--- config.mk ---
export PLATFORM = sky130hd
export DESIGN_NAME = serial_mag_cmp_ctrl
export DESIGN_NICKNAME = d
export VERILOG_FILES = /design/src/rtl/serial_mag_cmp_ctrl_pkg.sv /design/src/rtl/serial_mag_cmp_ctrl_bit.sv /design/src/rtl/serial_mag_cmp_ctrl.sv
export SDC_FILE = /design/constraint.sdc
export NUM_CORES = 1
export LEC_CHECK = 0
export CAP_MARGIN = 20
export CORE_MARGIN = 8
export CORE_UTILIZATION = 40
export CTS_CLUSTER_SIZE = 8
export DETAILED_ROUTE_END_ITERATION = 16
export GPL_ROUTABILITY_DRIVEN = 0
export SLEW_MARGIN = 0
export SYNTH_ARGS = -nofsm -noshare
export SYNTH_HDL_FRONTEND = slang
export SYNTH_HIERARCHICAL = 1
export SYNTH_SLANG_ARGS = --single-unit
--- constraint.sdc ---
create_clock -name clk -period 2.7 [get_ports clk]
set_input_delay 0.675 -clock clk [delete_from_list [all_inputs] [get_ports clk]]
set_output_delay 0.675 -clock clk [all_outputs]
set_load 0.05 [all_outputs]
--- src/rtl/serial_mag_cmp_ctrl_pkg.sv ---
// Shared types and constants for the bit-serial magnitude comparator.
// Holds the controller state encoding and the default operand width.
package serial_mag_cmp_ctrl_pkg;

  localparam int CMP_W = 8;

  typedef enum logic [1:0] {
    IDLE = 2'd0,
    RUN  = 2'd1,
    DONE = 2'd2
  } state_t;

endpackage

--- src/rtl/serial_mag_cmp_ctrl_bit.sv ---
// One-bit magnitude comparator slice, chained MSB-first through the
// registered cascade: equality so far (e) and greater-than so far (g).
module bit_cmp_slice (
  input  logic a1,
  input  logic b1,
  input  logic e0,
  input  logic g0,
  output logic e1,
  output logic g1
);

  assign e1 = e0 & ~(a1 ^ b1);
  assign g1 = g0 | (e0 & a1 & ~b1);

endmodule

--- src/rtl/serial_mag_cmp_ctrl.sv ---
// Bit-serial unsigned magnitude comparator: captures A/B on start, then
// walks one bit per cycle MSB-first, exiting on the first differing bit.
module serial_mag_cmp_ctrl
  import serial_mag_cmp_ctrl_pkg::*;
#(
  parameter int W = CMP_W
) (
  input  logic         clk,
  input  logic         rst_n,
  input  logic         start,
  input  logic [W-1:0] a,
  input  logic [W-1:0] b,
  output logic         busy,
  output logic         done,
  output logic         eq,
  output logic         gt,
  output logic         lt
);

  localparam int CW = $clog2(W);

  state_t          r_state;
  logic [W-1:0]    r_sa;
  logic [W-1:0]    r_sb;
  logic            r_e;
  logic            r_g;
  logic [CW-1:0]   r_cnt;
  logic            r_busy;
  logic            r_done;
  logic            r_eq;
  logic            r_gt;
  logic            r_lt;

  logic            w_e1;
  logic            w_g1;
  logic            w_last;

  bit_cmp_slice u_slice (
    .a1 (r_sa[W-1]),
    .b1 (r_sb[W-1]),
    .e0 (r_e),
    .g0 (r_g),
    .e1 (w_e1),
    .g1 (w_g1)
  );

  // Leave RUN after the final bit or as soon as the operands are known to differ.
  assign w_last = (r_cnt == '0) || !w_e1;

  // NOTE: all state updates use non-blocking assignments so every register
  // samples pre-edge values; blocking here would chain the shift and cascade.
  always_ff @(posedge clk or negedge rst_n) begin
    if (!rst_n) begin
      r_state <= IDLE;
      r_sa    <= '0;
      r_sb    <= '0;
      r_e     <= 1'b1;
      r_g     <= 1'b0;
      r_cnt   <= '0;
      r_busy  <= 1'b0;
      r_done  <= 1'b0;
      r_eq    <= 1'b0;
      r_gt    <= 1'b0;
      r_lt    <= 1'b0;
    end else begin
      case (r_state)
        IDLE: begin
          if (start) begin
            r_sa    <= a;
            r_sb    <= b;
            r_e     <= 1'b1;
            r_g     <= 1'b0;
            r_cnt   <= CW'(W - 1);
            r_busy  <= 1'b1;
            r_state <= RUN;
          end
        end
        RUN: begin
          r_e   <= w_e1;
          r_g   <= w_g1;
          r_sa  <= {r_sa[W-2:0], 1'b0};
          r_sb  <= {r_sb[W-2:0], 1'b0};
          r_cnt <= r_cnt - CW'(1);
          if (w_last) begin
            r_eq    <= w_e1;
            r_gt    <= w_g1;
            r_lt    <= ~w_e1 & ~w_g1;
            r_done  <= 1'b1;
            r_state <= DONE;
          end
        end
        DONE: begin
          r_done  <= 1'b0;
          r_busy  <= 1'b0;
          r_state <= IDLE;
        end
        default: begin
          r_done  <= 1'b0;
          r_busy  <= 1'b0;
          r_state <= IDLE;
        end
      endcase
    end
  end

  assign busy = r_busy;
  assign done = r_done;
  assign eq   = r_eq;
  assign gt   = r_gt;
  assign lt   = r_lt;

endmodule

==> key figures <==
Status
  • Status: finished clean

CTS
  • CTS sink count: 28
  • Postcts setup bufs: 0
  • H-tree Lvls: 1
  • Root buffer cell: clkbuf_4
  • CTS tree: yes
  • CTS max path bufs: 2
  • Post-cts resize count: 0
  • Post-cts hold buffer count: 0
  • CTS clock-pin slew for the worst setup and hold paths: 0.15 ns
  • Total CTS buffers: 3
  • Clk_lat worst skew: 0.32 ns

Placed design
  • Port Buffers: 23
  • DP HPWL: 2030 um

Route
  • Vias per cell: 5.43
  • DRT Pass-1 Iters: 4
  • Initial DRC Count: 62
  • Post-DR wirelength/cell: 15.5 um
  • Antenna Violating Nets Remaining: 0
  • Total routed wirelength: 2940 um
  • DR DRC count: 0
  • Routed via count: 1032

Timing
  • Fmax: 457 MHz
  • Worst-margin pin slew: 0.549 ns
  • Setup TNS: 0 ns
  • RSZ-0062 raised after global routing: no
  • Final Hold Viols: 0
  • Slew HR: 0.633
  • Clk_skew: 0.00609 ns
  • Fin crit share: 0.810
  • Slew Limit Fails: 0
  • Setup violation total in the final timing report: 0
  • Fin crit period: 2.19 ns

Critical path
  • Reg2reg path depth: 3
  • CP Cell Sequence: clkdlybuf4s50_1
  • WP data required: 2.03 ns
  • WP data arrival: 1.51 ns
  • Crit path max-delay family: buffers and inverters
  • Worst Setup EP: lt
  • Crit-path slowest cell: clkdlybuf4s50_1
  • Critical Path Start: lt
  • Worst Path Buf+Inv: 1
  • CP max stage delay: 0.81 ns
  • R2r setup slk: 1.00 ns
  • Worst Path Max Fanout: 2
  • Crit end category: output pin
  • Capturing point of the worst reg2reg path: gt
  • Levels on crit path: 1
  • R2R Path Start: r_state[1]
  • CP Launch Type: flop
  • CP Class: reg -> out

Yosys
  • Largest family of logic cells by synthesized area: compound AO/OA/AOI/OAI gates
  • Synth Area in Adders: 0.0189
  • Synthesized area: 1320 um^2
  • Register area share after synthesis: 0.531
  • Post-synthesis compound-gate area fraction: 0.282
  • Synth unique cells: 32
  • Simple-gate share of the synthesized area: 0.0748
  • Mapped Avg Cell Area: 10.7 um^2
  • Xor and xnor area share after synthesis: 0.00663
  • Post-Syn Nets: 144
  • Ys Warns: 6
  • Yosys reg bits: 28
  • Multiplexer share of the synthesized area: 0.0170
  • Cells after Synth: 123

GRT
  • GRT Total Usage: 0.117
  • GRT overflow: 0
  • Largest net degree at the start of global routing: 29
  • Initial antenna violation count: 0
  • First-pass GRT wire length: 5150 um
  • Vias in the first global route: 1149

Final layout
  • Diode count: 0
  • Area grow syn2layout: 22.0%
  • Fraction of layout cells with a size suffix above 1: 0.104
  • Layout Utilization: 0.495
  • Final #Nets: 166

Worst hold path
  • Hold Crit Class: reg -> reg
  • Hold Path Stages: 1

Floorplanning
  • Initial Utilization: 0.406
  • Die Wd: 73.5 um
  • Core area: 3260 um^2
  • Die area: 5400 um^2
  • Rows: 21
  • Number of I/O pins: 24
  • Die Y-Extent: 73.5 um

Pwr
  • Maximum vdd drop: 0.576 mV
  • Leakage power: 0.638 nW
  • Power Dens Cells: 1140 nW/um^2

Run
  • Max-cap violation count: 0
==> layer usage <==
metal | GRT usage | up-vias | wire length [um]
li1 | - | 497 | -
met1 | 0.138 | 510 | 1240
met2 | 0.203 | 23 | 1480
met3 | 0.0314 | 2 | 195
met4 | 0.0333 | 0 | 12
met5 | 0 | - | 0
==> flip-flops by register name, indices dropped and copies added (netlist names), 2 cells and up <==
| signal | flops |
|---|---|
| r_cnt | 3 |
| r_state | 2 |
| r_sb | 8 |
| r_sa | 8 |
==> cells in the final DEF (no fill, tap or decap), drive strengths merged, types with 3 or more instances in the layout <==
cell,netlist,final
dfrtp,27,27
nor2,4,4
nor2b,3,3
nand2,4,4
inv,7,7
clkbuf,1,3
nand2b,3,3
clkdlybuf4s50,0,23
a21oi,19,19
o21ai,3,3
o22ai,28,28
==> final cells by class <==
| class | count | area (um^2) |
|---|---|---|
| repair buffers | 25 | 245 |
| clock inverters | 1 | 30.0 |
| fillers | 333 | 1650 |
| multi-input cells | 80 | 528 |
| clock buffers | 3 | 22.5 |
| well taps | 46 | 57.6 |
| flip-flops and latches | 28 | 702 |
| inverters | 7 | 26.3 |
==> cells by family (layout without fill, tap and decap cells) <==
family	count (synthesis)	count (layout)
AO/OA/AOI/OAI	58	58
AND/OR/NAND/NOR	17	17
XOR/XNOR	1	1
buffers and inverters	15	36
flip-flops	28	28
adder cells (fa/ha/maj)	2	2
multiplexers	2	2
==> where the power goes <==
part | internal [mW] | leakage, nW | switching, mW
logic | 0.339 | 0.291 | 0.456
registers | 0.614 | 0.319 | 0.159
clock network | 0.150 | 0.0279 | 0.120
total | 1.10 | 0.638 | 0.736
==> cell usage after synthesis <==
| cell | instances | share of area |
|---|---|---|
| ha_1 | 2 | 0.019 |
| o22a_2 | 1 | 0.0076 |
| dfstp_2 | 1 | 0.020 |
| nand3b_1 | 1 | 0.0057 |
| nor2_1 | 3 | 0.0085 |
| and2_1 | 1 | 0.0047 |
| nor2b_1 | 3 | 0.014 |
| nand2_1 | 4 | 0.011 |
| nor2_2 | 1 | 0.0047 |
| clkbuf_1 | 1 | 0.0028 |
| nand2b_1 | 1 | 0.0047 |
| a2bb2oi_1 | 2 | 0.013 |
| buf_2 | 1 | 0.0038 |
| buf_4 | 4 | 0.023 |
| o21bai_1 | 1 | 0.0057 |
| o22ai_1 | 28 | 0.13 |
| a21o_1 | 1 | 0.0057 |
| inv_1 | 7 | 0.020 |
| a21oi_1 | 18 | 0.068 |
| nand2b_2 | 1 | 0.0066 |
| a21oi_4 | 1 | 0.012 |
| o21ai_0 | 3 | 0.011 |
| buf_8 | 1 | 0.011 |
| mux2_2 | 2 | 0.017 |
| nand3_1 | 1 | 0.0038 |
| xnor2_1 | 1 | 0.0066 |
| o32ai_2 | 1 | 0.012 |
| o2bb2ai_1 | 1 | 0.0066 |
| nand2b_4 | 1 | 0.010 |
| dfrtp_1 | 27 | 0.51 |
| o22a_1 | 1 | 0.0066 |
| buf_6 | 1 | 0.0085 |
==> how the worst min path moves through the flow <==
stage / startpoint / to / slack (ns)
final: done / done / 0.50
after global routing: done / done / 0.53
after CTS: done / done / 0.51
after detailed placement: done / done / 0.47
after global placement: done / done / 0.47
after floorplan: rst_n / busy / 0.38
==> per-stage QoR <==
step	total power, mW	hold slack (ns)	cell area (um^2)	setup WS [ns]	instances
6_report	1.84	0.504	1610	0.514	190
5_1_grt	1.98	0.533	1610	0.428	190
4_1_cts	1.86	0.512	1610	0.482	190
3_5_place_dp	1.59	0.472	1560	0.568	186
3_3_place_gp	1.56	0.473	1560	0.609	186
2_1_floorplan	1.40	0.379	1320	1.34	123
(Power assumes the default switching activity.)
